**src/rtl/bm_pkg.sv**
```systemverilog
// bm_pkg: shared AHB-Lite encodings, master indices and address-phase bundle for the bus-matrix
// output stages. OUTSTAGE_RR_ARB_EN selects round-robin arbitration in bm_outstage_arbiter.
package bm_pkg;
    localparam int NUM_M   = 3;
    localparam int ADDR_W  = 32;
    localparam int M_ICODE = 0;
    localparam int M_DCODE = 1;
    localparam int M_SYS   = 2;

    typedef enum logic [1:0] {IDLE = 2'b00, BUSY = 2'b01, NONSEQ = 2'b10, SEQ = 2'b11} htrans_e;

    typedef logic [NUM_M-1:0] mvec_t;

    typedef struct packed {
        logic [1:0]        htrans;
        logic [ADDR_W-1:0] haddr;
        logic              hwrite;
        logic [2:0]        hsize;
        logic [2:0]        hburst;
        logic [3:0]        hprot;
    } ahb_addr_t;

    function automatic logic [1:0] rr_idx(input logic [1:0] base, input int k);
        return 2'((int'(base) + k) % NUM_M);
    endfunction
endpackage

```
**src/rtl/bm_outstage_arbiter.sv**
```systemverilog
// bm_outstage_arbiter: grant register with burst hold; fixed priority DCODE > SYS > ICODE,
// or round-robin from a last-grant pointer when OUTSTAGE_RR_ARB_EN is defined.
module bm_outstage_arbiter
    import bm_pkg::*;
(
    input  logic                  HCLK,
    input  logic                  HRESETn,
    input  logic                  hready_i,
    input  logic [NUM_M-1:0]      hsel_i,
    input  logic [NUM_M-1:0][1:0] htrans_i,
    output logic [NUM_M-1:0]      req_o,
    output logic [NUM_M-1:0]      grant_o
);
    logic [NUM_M-1:0] grant_q, grant_d, pick, cont;
    logic             keep;

    always_comb begin
        for (int m = 0; m < NUM_M; m++) begin
            req_o[m] = hsel_i[m] & htrans_i[m][1];
            cont[m]  = hsel_i[m] & htrans_i[m][0];
        end
    end

    // BUSY and SEQ both carry htrans[0]: the owner is inside a burst
    assign keep = |(grant_q & cont);

`ifdef OUTSTAGE_RR_ARB_EN
    logic [1:0] last_q, last_d, pick_idx, idx;

    always_comb begin
        pick     = '0;
        pick_idx = last_q;
        idx      = '0;
        for (int k = NUM_M; k >= 1; k--) begin
            idx = rr_idx(last_q, k);
            if (req_o[idx]) begin
                pick     = mvec_t'(1) << idx;
                pick_idx = idx;
            end
        end
    end

    assign last_d = (hready_i && !keep && |pick) ? pick_idx : last_q;

    always_ff @(posedge HCLK or negedge HRESETn) begin
        if (!HRESETn) last_q <= 2'(M_SYS);
        else          last_q <= last_d;
    end
`else
    assign pick = req_o[M_DCODE] ? mvec_t'(1) << M_DCODE :
                  req_o[M_SYS]   ? mvec_t'(1) << M_SYS   :
                  req_o[M_ICODE] ? mvec_t'(1) << M_ICODE : '0;
`endif

    assign grant_d = (hready_i && !keep && |pick) ? pick : grant_q;

    always_ff @(posedge HCLK or negedge HRESETn) begin
        if (!HRESETn) grant_q <= '0;
        else          grant_q <= grant_d;
    end

    assign grant_o = grant_q;
endmodule

```
**src/rtl/ahblite_busmatrix_outputstage_ram.sv**
```systemverilog
// ahblite_busmatrix_outputstage_ram: RAM-port output stage arbitrating ICODE/DCODE/SYS onto one
// AHB-Lite slave; OUTSTAGE_RR_ARB_EN switches the arbiter to round-robin.
module ahblite_busmatrix_outputstage_ram
    import bm_pkg::*;
(
    input  logic              HCLK,
    input  logic              HRESETn,
    input  logic              HSEL_ICODE,
    input  logic [ADDR_W-1:0] HADDR_ICODE,
    input  logic [1:0]        HTRANS_ICODE,
    input  logic              HWRITE_ICODE,
    input  logic [2:0]        HSIZE_ICODE,
    input  logic [2:0]        HBURST_ICODE,
    input  logic [3:0]        HPROT_ICODE,
    input  logic [31:0]       HWDATA_ICODE,
    output logic              ACTIVE_Outputstage_RAM_ICODE,
    input  logic              HSEL_DCODE,
    input  logic [ADDR_W-1:0] HADDR_DCODE,
    input  logic [1:0]        HTRANS_DCODE,
    input  logic              HWRITE_DCODE,
    input  logic [2:0]        HSIZE_DCODE,
    input  logic [2:0]        HBURST_DCODE,
    input  logic [3:0]        HPROT_DCODE,
    input  logic [31:0]       HWDATA_DCODE,
    output logic              ACTIVE_Outputstage_RAM_DCODE,
    input  logic              HSEL_SYS,
    input  logic [ADDR_W-1:0] HADDR_SYS,
    input  logic [1:0]        HTRANS_SYS,
    input  logic              HWRITE_SYS,
    input  logic [2:0]        HSIZE_SYS,
    input  logic [2:0]        HBURST_SYS,
    input  logic [3:0]        HPROT_SYS,
    input  logic [31:0]       HWDATA_SYS,
    output logic              ACTIVE_Outputstage_RAM_SYS,
    output logic              HSEL_RAM,
    output logic [ADDR_W-1:0] HADDR_RAM,
    output logic [1:0]        HTRANS_RAM,
    output logic              HWRITE_RAM,
    output logic [2:0]        HSIZE_RAM,
    output logic [2:0]        HBURST_RAM,
    output logic [3:0]        HPROT_RAM,
    output logic [31:0]       HWDATA_RAM,
    output logic              HREADY_RAM,
    input  logic              HREADYOUT_RAM
);
    logic [NUM_M-1:0]         hsel, req, grant, data_sel_q, data_sel_d;
    logic [NUM_M-1:0][1:0]    htrans;
    logic [NUM_M-1:0][31:0]   hwdata;
    ahb_addr_t [NUM_M-1:0]    ap;
    ahb_addr_t                sel_ap;
    logic [31:0]              sel_wdata;

    assign hsel   = {HSEL_SYS, HSEL_DCODE, HSEL_ICODE};
    assign htrans = {HTRANS_SYS, HTRANS_DCODE, HTRANS_ICODE};
    assign hwdata = {HWDATA_SYS, HWDATA_DCODE, HWDATA_ICODE};
    assign ap[M_ICODE] = {HTRANS_ICODE, HADDR_ICODE, HWRITE_ICODE, HSIZE_ICODE, HBURST_ICODE, HPROT_ICODE};
    assign ap[M_DCODE] = {HTRANS_DCODE, HADDR_DCODE, HWRITE_DCODE, HSIZE_DCODE, HBURST_DCODE, HPROT_DCODE};
    assign ap[M_SYS]   = {HTRANS_SYS, HADDR_SYS, HWRITE_SYS, HSIZE_SYS, HBURST_SYS, HPROT_SYS};

    bm_outstage_arbiter u_arb (
        .HCLK     (HCLK),
        .HRESETn  (HRESETn),
        .hready_i (HREADYOUT_RAM),
        .hsel_i   (hsel),
        .htrans_i (htrans),
        .req_o    (req),
        .grant_o  (grant)
    );

    // grant and data_sel are one-hot or zero, so a priority scan acts as a plain mux
    always_comb begin
        sel_ap    = '0;
        sel_wdata = '0;
        for (int m = 0; m < NUM_M; m++) begin
            if (grant[m])      sel_ap    = ap[m];
            if (data_sel_q[m]) sel_wdata = hwdata[m];
        end
    end

    assign HSEL_RAM   = |(grant & hsel);
    assign HTRANS_RAM = HSEL_RAM ? sel_ap.htrans : IDLE;
    assign HADDR_RAM  = sel_ap.haddr;
    assign HWRITE_RAM = sel_ap.hwrite;
    assign HSIZE_RAM  = sel_ap.hsize;
    assign HBURST_RAM = sel_ap.hburst;
    assign HPROT_RAM  = sel_ap.hprot;
    assign HWDATA_RAM = sel_wdata;
    assign HREADY_RAM = HREADYOUT_RAM;

    assign {ACTIVE_Outputstage_RAM_SYS, ACTIVE_Outputstage_RAM_DCODE, ACTIVE_Outputstage_RAM_ICODE} = grant & hsel;

    assign data_sel_d = HREADYOUT_RAM ? (grant & req) : data_sel_q;

    always_ff @(posedge HCLK or negedge HRESETn) begin
        if (!HRESETn) data_sel_q <= '0;
        else          data_sel_q <= data_sel_d;
    end
endmodule
```
**config.mk**
```make
export PLATFORM = sky130hd
export DESIGN_NAME = ahblite_busmatrix_outputstage_ram
export DESIGN_NICKNAME = d
export VERILOG_FILES = /design/src/rtl/bm_pkg.sv /design/src/rtl/bm_outstage_arbiter.sv /design/src/rtl/ahblite_busmatrix_outputstage_ram.sv
export SDC_FILE = /design/constraint.sdc
export NUM_CORES = 1
export LEC_CHECK = 0
export CELL_PAD_IN_SITES_DETAIL_PLACEMENT = 0
export CELL_PAD_IN_SITES_GLOBAL_PLACEMENT = 2
export CORE_ASPECT_RATIO = 2
export CORE_MARGIN = 3
export CORE_UTILIZATION = 10
export DETAILED_ROUTE_END_ITERATION = 12
export GPL_TIMING_DRIVEN = 0
export HOLD_SLACK_MARGIN = 0.05
export PLACE_DENSITY = 0.78
export SLEW_MARGIN = 40
export SYNTH_ARGS = -nofsm -noshare
export SYNTH_HDL_FRONTEND = slang
export SYNTH_HIERARCHICAL = 1
export SYNTH_SLANG_ARGS = --single-unit
```
**constraint.sdc**
```tcl
create_clock -name HCLK -period 1.45 [get_ports HCLK]
set_clock_uncertainty 0.05 [all_clocks]
set_input_delay 0.145 -clock HCLK [delete_from_list [all_inputs] [get_ports HCLK]]
set_output_delay 0.145 -clock HCLK [all_outputs]
set_load 0.02 [all_outputs]
```
After elaboration in Yosys (flattened, before gate mapping)
Index checks and enable logic that the tools add are counted.
Storage, ports and cells
  register bits after elaboration: 6
  input port bits: 237
  output and inout bits: 82
  logic and storage cells: 27
Operators by class
  muxes and demuxes: 10
  bitwise operators: 9
  reduce and logical (&&, ||, !) cells: 6
Operators with widths (count)
  45-bit 2-to-1 mux: 3
  32-bit 2-to-1 mux: 3
  3-bit AND: 3
  3-bit OR reduction: 3
  1-bit AND: 6
  3-bit 2-to-1 mux: 2
  1-bit logical AND: 2
  2-bit 2-to-1 mux: 1
  1-bit logical NOT: 1
  1-bit 2-to-1 mux: 1

Longest topological paths before layout
  word-level depth: 6
  gate-level depth with buffers: 4
  mapped depth without buffers: 4

Hierarchy
The synthesis kept the hierarchy.
Modules (own cells, without submodules)
  ahblite_busmatrix_outputstage_ram: instances 1, cells each 368, area each 2178.3 um^2, seq. area each 75.1 um^2
  bm_outstage_arbiter: instances 1, cells each 20, area each 197.7 um^2, seq. area each 75.1 um^2

Worst setup path before layout
No wires, ideal clock.
  kind: register to output
  from: register u_arb.grant_q[1], in the netlist u_arb/grant_o[1]
  to: output port HTRANS_RAM[0]
  arrival time: 1.294 ns
  required time: 1.255 ns
  path slack: -0.039 ns
  stages on the path, launching flop included: 4
  path buffers: 1
  path through: dfrtp_1 > buf_2 > nand3b_1 > a221oi_1
On the way
  word-level cells in the longest chain between the ends: 3
  elaborated cells between the ends (all ways): 5
  classes of those cells: 3 x mux; 1 x bitwise; 1 x reduce/logical
Ends and longest elaborated chain
  from (decl): RTL line bm_outstage_arbiter.sv:14  | logic [NUM_M-1:0] grant_q, grant_d, pick, cont;
  from (signal assigned): RTL line bm_outstage_arbiter.sv:59  | else grant_q <= grant_d;
  3-bit AND or 45-bit 2-to-1 mux (tied branches): RTL line ahblite_busmatrix_outputstage_ram.sv:80, ahblite_busmatrix_outputstage_ram.sv:75
  3-bit OR reduction or 45-bit 2-to-1 mux (tied branches): RTL line ahblite_busmatrix_outputstage_ram.sv:80, ahblite_busmatrix_outputstage_ram.sv:75
  2-bit 2-to-1 mux *: RTL line ahblite_busmatrix_outputstage_ram.sv:81  | assign HTRANS_RAM = HSEL_RAM ? sel_ap.htrans : IDLE;
  to (decl): RTL line ahblite_busmatrix_outputstage_ram.sv:37  | output logic [1:0] HTRANS_RAM,
Mark *: on every way between the ends. The rest lies on a longest branch, timed or not.

Worst setup path after layout
  from: register u_arb.grant_q[1], in the netlist u_arb/grant_o[1]
  to: output port HADDR_RAM[13]
On the way
  word-level cells in the longest chain between the ends: 2
Ends and longest elaborated chain
  45-bit 2-to-1 mux (2 in a row): RTL line ahblite_busmatrix_outputstage_ram.sv:75  | if (grant[m]) sel_ap = ap[m];
  to (decl): RTL line ahblite_busmatrix_outputstage_ram.sv:36  | output logic [ADDR_W-1:0] HADDR_RAM,
Every way passes these cells.

==> flow_summary.json <==
{
  "outcome": "complete, but fails checks",
  "violations": "setup timing",
  "grt_pass1_vias": 4509,
  "leakagePower_nw": 2.52,
  "r2r_start": "u_arb/grant_o[2]$_DFFE_PN0P_",
  "ff2ff_path_depth": 5,
  "syn_area_per_cell_sq_um": 6.12,
  "ys.flop_type": "dfrtp_1",
  "wl_met1_mm": 5.93,
  "rsz0062_at_grt": "true",
  "layout_min_cycle_time_ns": 1.76,
  "relSlewSlack": 0.766,
  "start_kind": "flop",
  "synth_top_family_by_area": "simple AND/OR/NAND/NOR gates",
  "dieArea_sq_um": 25800,
  "nNetsFinal": 973,
  "worst_slack_ns": -0.311,
  "peakVddDrop_mv": 0.445,
  "cts_buffers": 3,
  "syn_to_final_growth_pct": 180,
  "grt_pass1_wl_mm": 26.3,
  "p_int_mw": 2.89,
  "cts.sinks": 6,
  "finalHoldViolCount": 0,
  "met3_length_mm": 1.63,
  "synth_compound_area_frac": 0.234,
  "critPathLaunch": "u_arb/grant_o[1]$_DFFE_PN0P_",
  "fin_setup_tns_ns": -16.77,
  "antenna_left": 0,
  "wl_per_cell_microns": 19.1,
  "io_pins": 319,
  "top_layer": "met4",
  "cts_hold_buf": 0,
  "grtUsageTotal": 0.135,
  "fin_cells": 1017,
  "drc": 0,
  "synth_edf_count": 0,
  "final_common_cell": "clkdlybuf4s50_1",
  "drt_first_pass_iters": 4,
  "syn-num-nets": 625,
  "gr-total-overflow": 0,
  "synth-adder-area-share": 0,
  "met2_wirelength_mm": 11.5,
  "powerDensity_nw_per_um2": 782,
  "n_antenna_cell": 0,
  "root_buffer": "clkbuf_16",
  "hold_class": "in2async",
  "synth_xor_area_frac": 0,
  "core_sq_um": 23300,
  "p_clk_frac": 0.086,
  "crit_required_ns": 1.25,
  "routed_wl_mm": 19.5,
  "dp_hpwl_mm": 16.0,
  "worst_pin_slew_ns": 0.350,
  "num_rows": 79,
  "placed_cells": 989,
  "synth_cell_types": 25,
  "timing.rr.end": "u_arb/grant_o[1]$_DFFE_PN0P_",
  "path_clk_slew_ns": 0.04,
  "yosys_warnings": 6,
  "final_core_util": 0.285,
  "period_share": 1.21,
  "power.share.switching": 0.445,
  "cts_tree": "yes",
  "htreeDepth": 1,
  "crit_path_end_kind": "output port",
  "crit_arrival_ns": 1.57,
  "layout-drive-gt1-share": 0.260,
  "maxCapViolCount": 0,
  "power_frac_comb": 0.868,
  "synth-simple-area-share": 0.595,
  "design_power_total_mw": 5.20,
  "async_flop_share": 1.00,
  "drt-vias-per-instance": 4.12,
  "switching_power_mw": 2.31,
  "max_freq_ghz": 0.568,
  "muxShareOfSynthArea": 0.00948,
  "final_cell_mix": "clkdlybuf4s50_1 (236), buf_4 (89), nand3b_1 (77), nor2b_1 (72), nand2_1 (70)",
  "grt_start_max_net_pins": 11,
  "seq_power_share": 0.046,
  "start_util": 0.102,
  "seq_area_frac_synth": 0.0632,
  "portBuffers": 318,
  "cts_buffer_depth": 2,
  "worstSetupPathType": "reg2out",
  "antenna_found_initial": 0,
  "drv_slew": 0,
  "via_count": 4195,
  "pre_cts_slack_ns": -0.967,
  "drt_iter0_markers": 93,
  "worstPathMaxFanout": 10,
  "setup_viol": 83,
  "synth-seq-cells": 6,
  "clk_latency_ns": 0.23,
  "fp.dieW_microns": 115,
  "postSynthCellCount": 388,
  "synthesis.area_sq_um": 2380,
  "gp_congestion": 0.769,
  "regToRegSetupSlack_ns": -0.02,
  "die_y_microns": 224
}
[worst max path at each step]
| stage | slack [ns] | to | cells past startpoint |
|---|---|---|---|
| finish | -0.31 | HADDR_RAM[13] | 5 |
| global route | -0.37 | HTRANS_RAM[1] | 5 |
| CTS | -0.30 | HADDR_RAM[13] | 5 |
| detailed placement | -0.97 | HADDR_RAM[28] | 5 |
| global placement | -0.97 | HADDR_RAM[28] | 5 |
| floorplan | -0.03 | HSEL_RAM | 3 |
[sequential cells by signal (all words and copies together) (netlist names)]
| register | count |
|---|---|
| u_arb/grant_o | 3 |
| data_sel_q | 3 |
[power by group through the flow]
stage                     Combinational [mW]  Clock (mW)  Sequential [mW]
after floorplan                         1.87           0            0.216
after global placement                  4.14           0            0.230
after detailed placement                4.12           0            0.233
after CTS                               4.34       0.452            0.237
after global routing                    4.80       0.463            0.242
final                                   4.51       0.447            0.237
[timing repair]
| action | CTS | global route |
|---|---|---|
| endpoints found under the setup margin | 85 | 84 |
| gates cloned | 2 | 7 |
| setup buffers | 14 | 7 |
| hold endpoints to repair | 0 | 0 |
| resized for setup | 587 | 66 |
| pin swaps | 19 | 41 |
[metal layers]
| layer | track usage | up-vias |
|---|---|---|
| met5 | 0 | - |
| met4 | 0.0250 | 0 |
| met3 | 0.0314 | 22 |
| met2 | 0.298 | 247 |
| met1 | 0.114 | 1854 |
| li1 | - | 2072 |
[critical path, cell delays in order, from the launching register on]
cell and delay [ns]:
dfrtp_2 0.45, buf_8 0.17, clkbuf_8 0.16, nand3b_1 0.19, a31oi_1 0.18, buf_4 0.17
[synth_stat cells (2+ instances only)]
cell type	count	area, sq um
nand2_1	77	289
nand3b_1	77	578
a31oi_1	75	469
nor2b_1	75	469
clkbuf_1	21	78.8
buf_2	16	80.1
inv_1	8	30.0
dfrtp_1	6	150
nand3_1	6	30.0
and2_1	3	18.8
buf_4	3	22.5
o21ai_0	3	15.0
a21oi_1	2	10.0
a221oi_1	2	17.5
buf_1	2	7.51
mux2_1	2	22.5
nor2_1	2	7.51
[metrics by stage]
| step | hold WS, ns | instance area (sq um) |
|---|---|---|
| after floorplan | -0.201 | 2390 |
| after global placement | 0.391 | 5930 |
| after detailed placement | 0.400 | 5930 |
| after CTS | 0.164 | 6340 |
| after global routing | 0.182 | 6650 |
| final | 0.143 | 6650 |
[cells by family after synthesis]
family | Yosys count
AOI/OAI and AO/OA | 86
buffers and inverters | 52
DFF | 6
muxes | 2
and+or+nand+nor | 242
[cell type report]
cell class              instances  area [sq um]
plain buffers                  40           470
inverters                       9          36.3
flip-flops and latches          6           156
fillers                      2574         16700
multi-input cells             330          2200
clock buffers                   3          75.1
well taps                     283           354
repair buffers                346          3350
No activity file was read; power rests on OpenSTA's default activity.
==> edit 1, RTL diff (same settings) <==
Build with the macro `OUTSTAGE_RR_ARB_EN` defined.
--- a/src/rtl/bm_outstage_arbiter.sv
+++ b/src/rtl/bm_outstage_arbiter.sv
@@ -1,5 +1,7 @@
 // bm_outstage_arbiter: grant register with burst hold; fixed priority DCODE > SYS > ICODE,
 // or round-robin from a last-grant pointer when OUTSTAGE_RR_ARB_EN is defined.
+`define OUTSTAGE_RR_ARB_EN
+
 module bm_outstage_arbiter
     import bm_pkg::*;
 (
Formal check against the unedited RTL: not equivalent (Yosys sat finds a counterexample within 4 cycles, from zero or initial values and one cycle with HRESETn low).
==> edit 1 against the original RTL <==
- the run still ends with setup timing left
- area after synthesis rose by 19%
- sequential cell count increased by 2
- final area up 25%
- synthesized cell count rose by 14%
- worst setup slack got worse by 0.41 ns
- core utilization is 1.5 points higher
- wire length increased by 12%
- critical endpoint is now u_arb/last_q[1]
- highest routed layer unchanged
Power is not compared: it rests on default switching activity, and its combinational part moved more than twofold at a synthesized area within 25%.
==> edit 1: results (changes against the original RTL) <==
status=finished with violations; failing checks=setup timing; Root Buffer=clkbuf_16; Non-clk bufs=437 (+13%); Reg2Reg Depth=8 (+3); worst r2r dst=u_arb/last_q[1]; crit path max fanout=5 (-5); pin count of the biggest net entering global routing=11 (unchanged); HP Class=in -> async; sequential share of cell area=2.49% (+0.13 points); largest cells by area after synthesis=nand3b_1 (21%), a31oi_1 (17%), nor2b_1 (17%), nand2_1 (10%), dfrtp_1 (6.2%); non-clk buf share=55.5% (-2.0 points); fillcell total=2974 (+16%); Yosys cell types=46 (+84%); clk cell area share=0.949% (-0.18 points); most frequent cells after synthesis=nand2_1 (78), nand3b_1 (78), a31oi_1 (76), nor2b_1 (76), clkbuf_1 (21); Final Cell Area=0.00831 mm2 (+25%); Main synth FF type=dfrtp_1; setup TNS=-24.64 ns (-7.87 ns); layout cells sized above 1=34.9% (+8.9 points); Crit path arrival time=2.28 ns (+0.71 ns); first-iteration detailed-routing DRC count=86 (-7.5%); detailed-route via count=4930 (+18%); port bufs=318 (unchanged); Worst R2R Start=u_arb/last_q[1]; cell count after synthesis=444 (+14%); mapped cell area=0.00282 mm2 (+19%); Post-Place Cells=1114 (+13%); Global Route Usage Sum=12.7% (-0.86 points); Inverters, non-clock=16 (+7); worst setup margin=-0.724 ns (-0.413 ns); initial antenna violation count=1 (+1); Setup Buffers After CTS=47 (+33); #MultiIn Comb=375 (+14%); Worst Tran Pin Value=0.492 ns (+0.142 ns); post-synthesis sequential area ratio=7.14% (+0.82 points); Place WS=-0.939 ns (+0.0279 ns); # diodes=1 (+1); H-tree depth=1 (unchanged); Seq cells=8 (+2); vias in the first global route=5072 (+12%); Placed Area=0.00647 mm2 (+9.1%); Setup Viol. Count Final=86 (+3.6%); CTS resizes=654 (+11%); multi-input gate share of the layout cell area=34.8% (+1.7 points); global-route wire length before repair=30.1 mm (+14%); Synth Net Count=685 (+9.6%); DP HPWL=16.7 mm (+4.8%); DR WL/cell=18.2 um (-4.9%); routability-driven placement congestion ratio=0.867 (+13%); number of clock buffers in the layout=4 (+1); Clk Latency, worst-skew pair=0.25 ns (+0.02 ns); WL final=21.7 mm (+12%); CTS Buf Count=3 (unchanged); hold slack final=0.186 ns (+0.0432 ns)
[edit 1: changes by cell type after synthesis, sizes merged, moves of 3 or more]
cell and delta:
nor2 +4, inv +7, a21oi +4, nand4b +3
a21o +3, ha +4
[edit 1: per-layer routing]
layer,GRT usage (%),up-vias,part of all wire (%)
met4,4.97,0,3.8
met5,0,-,0
met2,26.7,257,59
li1,-,2391,-
met1,11.3,2245,31
met3,2.48,37,6.0
[edit 1: cells by family after synthesis]
family | share of synthesized area [%]
adders and majority gates | 1.77
DFF | 7.14
and+or+nand+nor | 54.4
AOI/OAI and AO/OA | 25.8
muxes | 1.11
buffers and inverters | 9.80
[edit 1: power by group]
part           internal, mW  switching [mW]  total (mW)  leakage, nW
Clock                 0.369           0.141       0.510       0.0382
Combinational          6.66            5.61        12.3         3.09
Sequential            0.319           0.112       0.430       0.0953
Total                  7.34            5.86        13.2         3.22
[edit 1: critical path: stages (launching register included)]
cell and delay, ns:
dfstp_2 0.56, buf_6 0.11, ha_4 0.21, and4b_4 0.22, a211oi_4 0.31, o21ai_2 0.14
o32ai_2 0.17, a31oi_2 0.14, mux2i_1 0.18
[edit 1: worst max path at each step]
stage                         start              end  slack [ns]
finish              u_arb/last_q[1]  u_arb/last_q[1]       -0.72
global route        u_arb/last_q[1]  u_arb/last_q[1]       -0.81
CTS                 u_arb/last_q[1]  u_arb/last_q[1]       -0.69
detailed placement       HSEL_ICODE    HTRANS_RAM[1]       -0.94
global placement         HSEL_ICODE    HTRANS_RAM[1]       -0.94
floorplan           u_arb/last_q[0]  u_arb/last_q[1]       -0.51
==> edit 2, RTL diff (config.mk and constraints unchanged) <==
Made on the original files. Change the package constant `ADDR_W` from 32 to 64.
--- a/src/rtl/bm_pkg.sv
+++ b/src/rtl/bm_pkg.sv
@@ -2,7 +2,7 @@
 // output stages. OUTSTAGE_RR_ARB_EN selects round-robin arbitration in bm_outstage_arbiter.
 package bm_pkg;
     localparam int NUM_M   = 3;
-    localparam int ADDR_W  = 32;
+    localparam int ADDR_W  = 64;
     localparam int M_ICODE = 0;
     localparam int M_DCODE = 1;
     localparam int M_SYS   = 2;
Interface: changed (resized HADDR_DCODE, HADDR_ICODE, HADDR_RAM and HADDR_SYS); port bits go from 319 to 447. No check against the original RTL was run, so the function may have changed too.
==> edit 2 against the original RTL <==
- the run still ends with setup timing left
- area after synthesis is 37% higher
- sequential cell count stayed put
- die area is 36% higher
- maximum frequency is 3.3% lower
- total power is 55% higher
- critical path depth stayed put
- worst setup slack worse by 0.060 ns
- final area is 41% higher
- wire length is 55% higher
- global-route usage is 1.6 points higher
- count of clock-buffer cells in the layout stayed put
- synthesized cell count is 38% higher
- critical endpoint is now HADDR_RAM[14]
- largest cell class unchanged
- highest routed layer unchanged
==> edit 2: results (changes against the original RTL) <==
M1 GR Usage=13.7% (+2.3 points); critical path's largest stage delay=0.48 ns (+0.03 ns); CTS resizes=768 (+31%); detailed-route via count=6042 (+44%); DP HPWL=24.3 mm (+52%); drt via density=4.17 (+1.1%); worst r2r dst=u_arb/grant_o[2]; status=finished with violations; global-route wire length before repair=39.8 mm (+51%); LEAKAGE=3.55 nW (+41%); setup TNS=-29.51 ns (-12.74 ns); routability-driven placement congestion ratio=0.824 (+7.2%); failing checks=setup timing; largest cells by area after synthesis=nand3b_1 (25%), a31oi_1 (21%), nor2b_1 (21%), nand2_1 (13%), dfrtp_1 (4.6%); Synth Net Count=868 (+39%); initial antenna violation count=1 (+1); cell count after synthesis=535 (+38%); grt met2 use=31.2% (+1.4 points); port bufs=446 (+40%); worst setup margin=-0.372 ns (-0.0603 ns); most frequent cells after synthesis=nand2_1 (109), nand3b_1 (109), a31oi_1 (107), nor2b_1 (107), buf_2 (23); layout cells sized above 1=26.1% (+0.031 points); Setup Buffers After CTS=17 (+3); Yosys cell types=26 (+4.0%); first-iteration detailed-routing DRC count=135 (+45%); Setup Viol. Count Final=115 (+39%); Crit path arrival time=1.63 ns (+0.06 ns); Global Route Usage Sum=15.2% (+1.6 points)
[edit 2: kinds of logic after synthesis]
family / Yosys count
and+or+nand+nor: 338
AOI/OAI and AO/OA: 118
buffers and inverters: 71
DFF: 6
muxes: 2
[edit 2: layout make-up]
cell class / instances / area (um2)
sequential: 6 / 154
multi-input combinational: 458 / 3050
clock buffer: 3 / 75.1
antenna: 1 / 2.50
tap: 427 / 534
inverter: 9 / 41.3
timing repair buffer: 484 / 4770
fill: 3614 / 22800
buffer: 61 / 757
[edit 2: worst min-delay path by stage]
stage | from | endpoint | slack, ns | cells past startpoint
after floorplan | HRESETn | data_sel_q[0] | -0.20 | 0
after global placement | HRESETn | u_arb/grant_o[2] | 0.37 | 1
after detailed placement | HRESETn | u_arb/grant_o[0] | 0.39 | 1
after CTS | HRESETn | u_arb/grant_o[0] | 0.15 | 1
after global routing | HRESETn | u_arb/grant_o[0] | 0.15 | 1
final | HRESETn | u_arb/grant_o[0] | 0.14 | 1
[edit 2: power by group through the flow]
stage               clock network, mW  registers, mW  logic (mW)
detailed placement                  0          0.219        6.44
global route                    0.465          0.244        7.81
floorplan                           0          0.211        2.94
CTS                             0.455          0.234        6.80
global placement                    0          0.218        6.46
finish                          0.445          0.238        7.38
[edit 2: per-stage QoR]
step / worst slack, ns / area, um2
3_5_place_dp: -1.00 / 8280
4_1_cts: -0.405 / 8840
2_1_floorplan: 0.0121 / 3280
6_report: -0.372 / 9390
5_1_grt: -0.436 / 9390
3_3_place_gp: -1.01 / 8270
[edit 2: worst register-to-register path, cell delays in order, from the launching register on]
cell and delay [ns]:
dfrtp_2 0.45, buf_4 0.16, nand3_1 0.09, nand4_2 0.16, a21oi_4 0.19, mux2_4 0.31
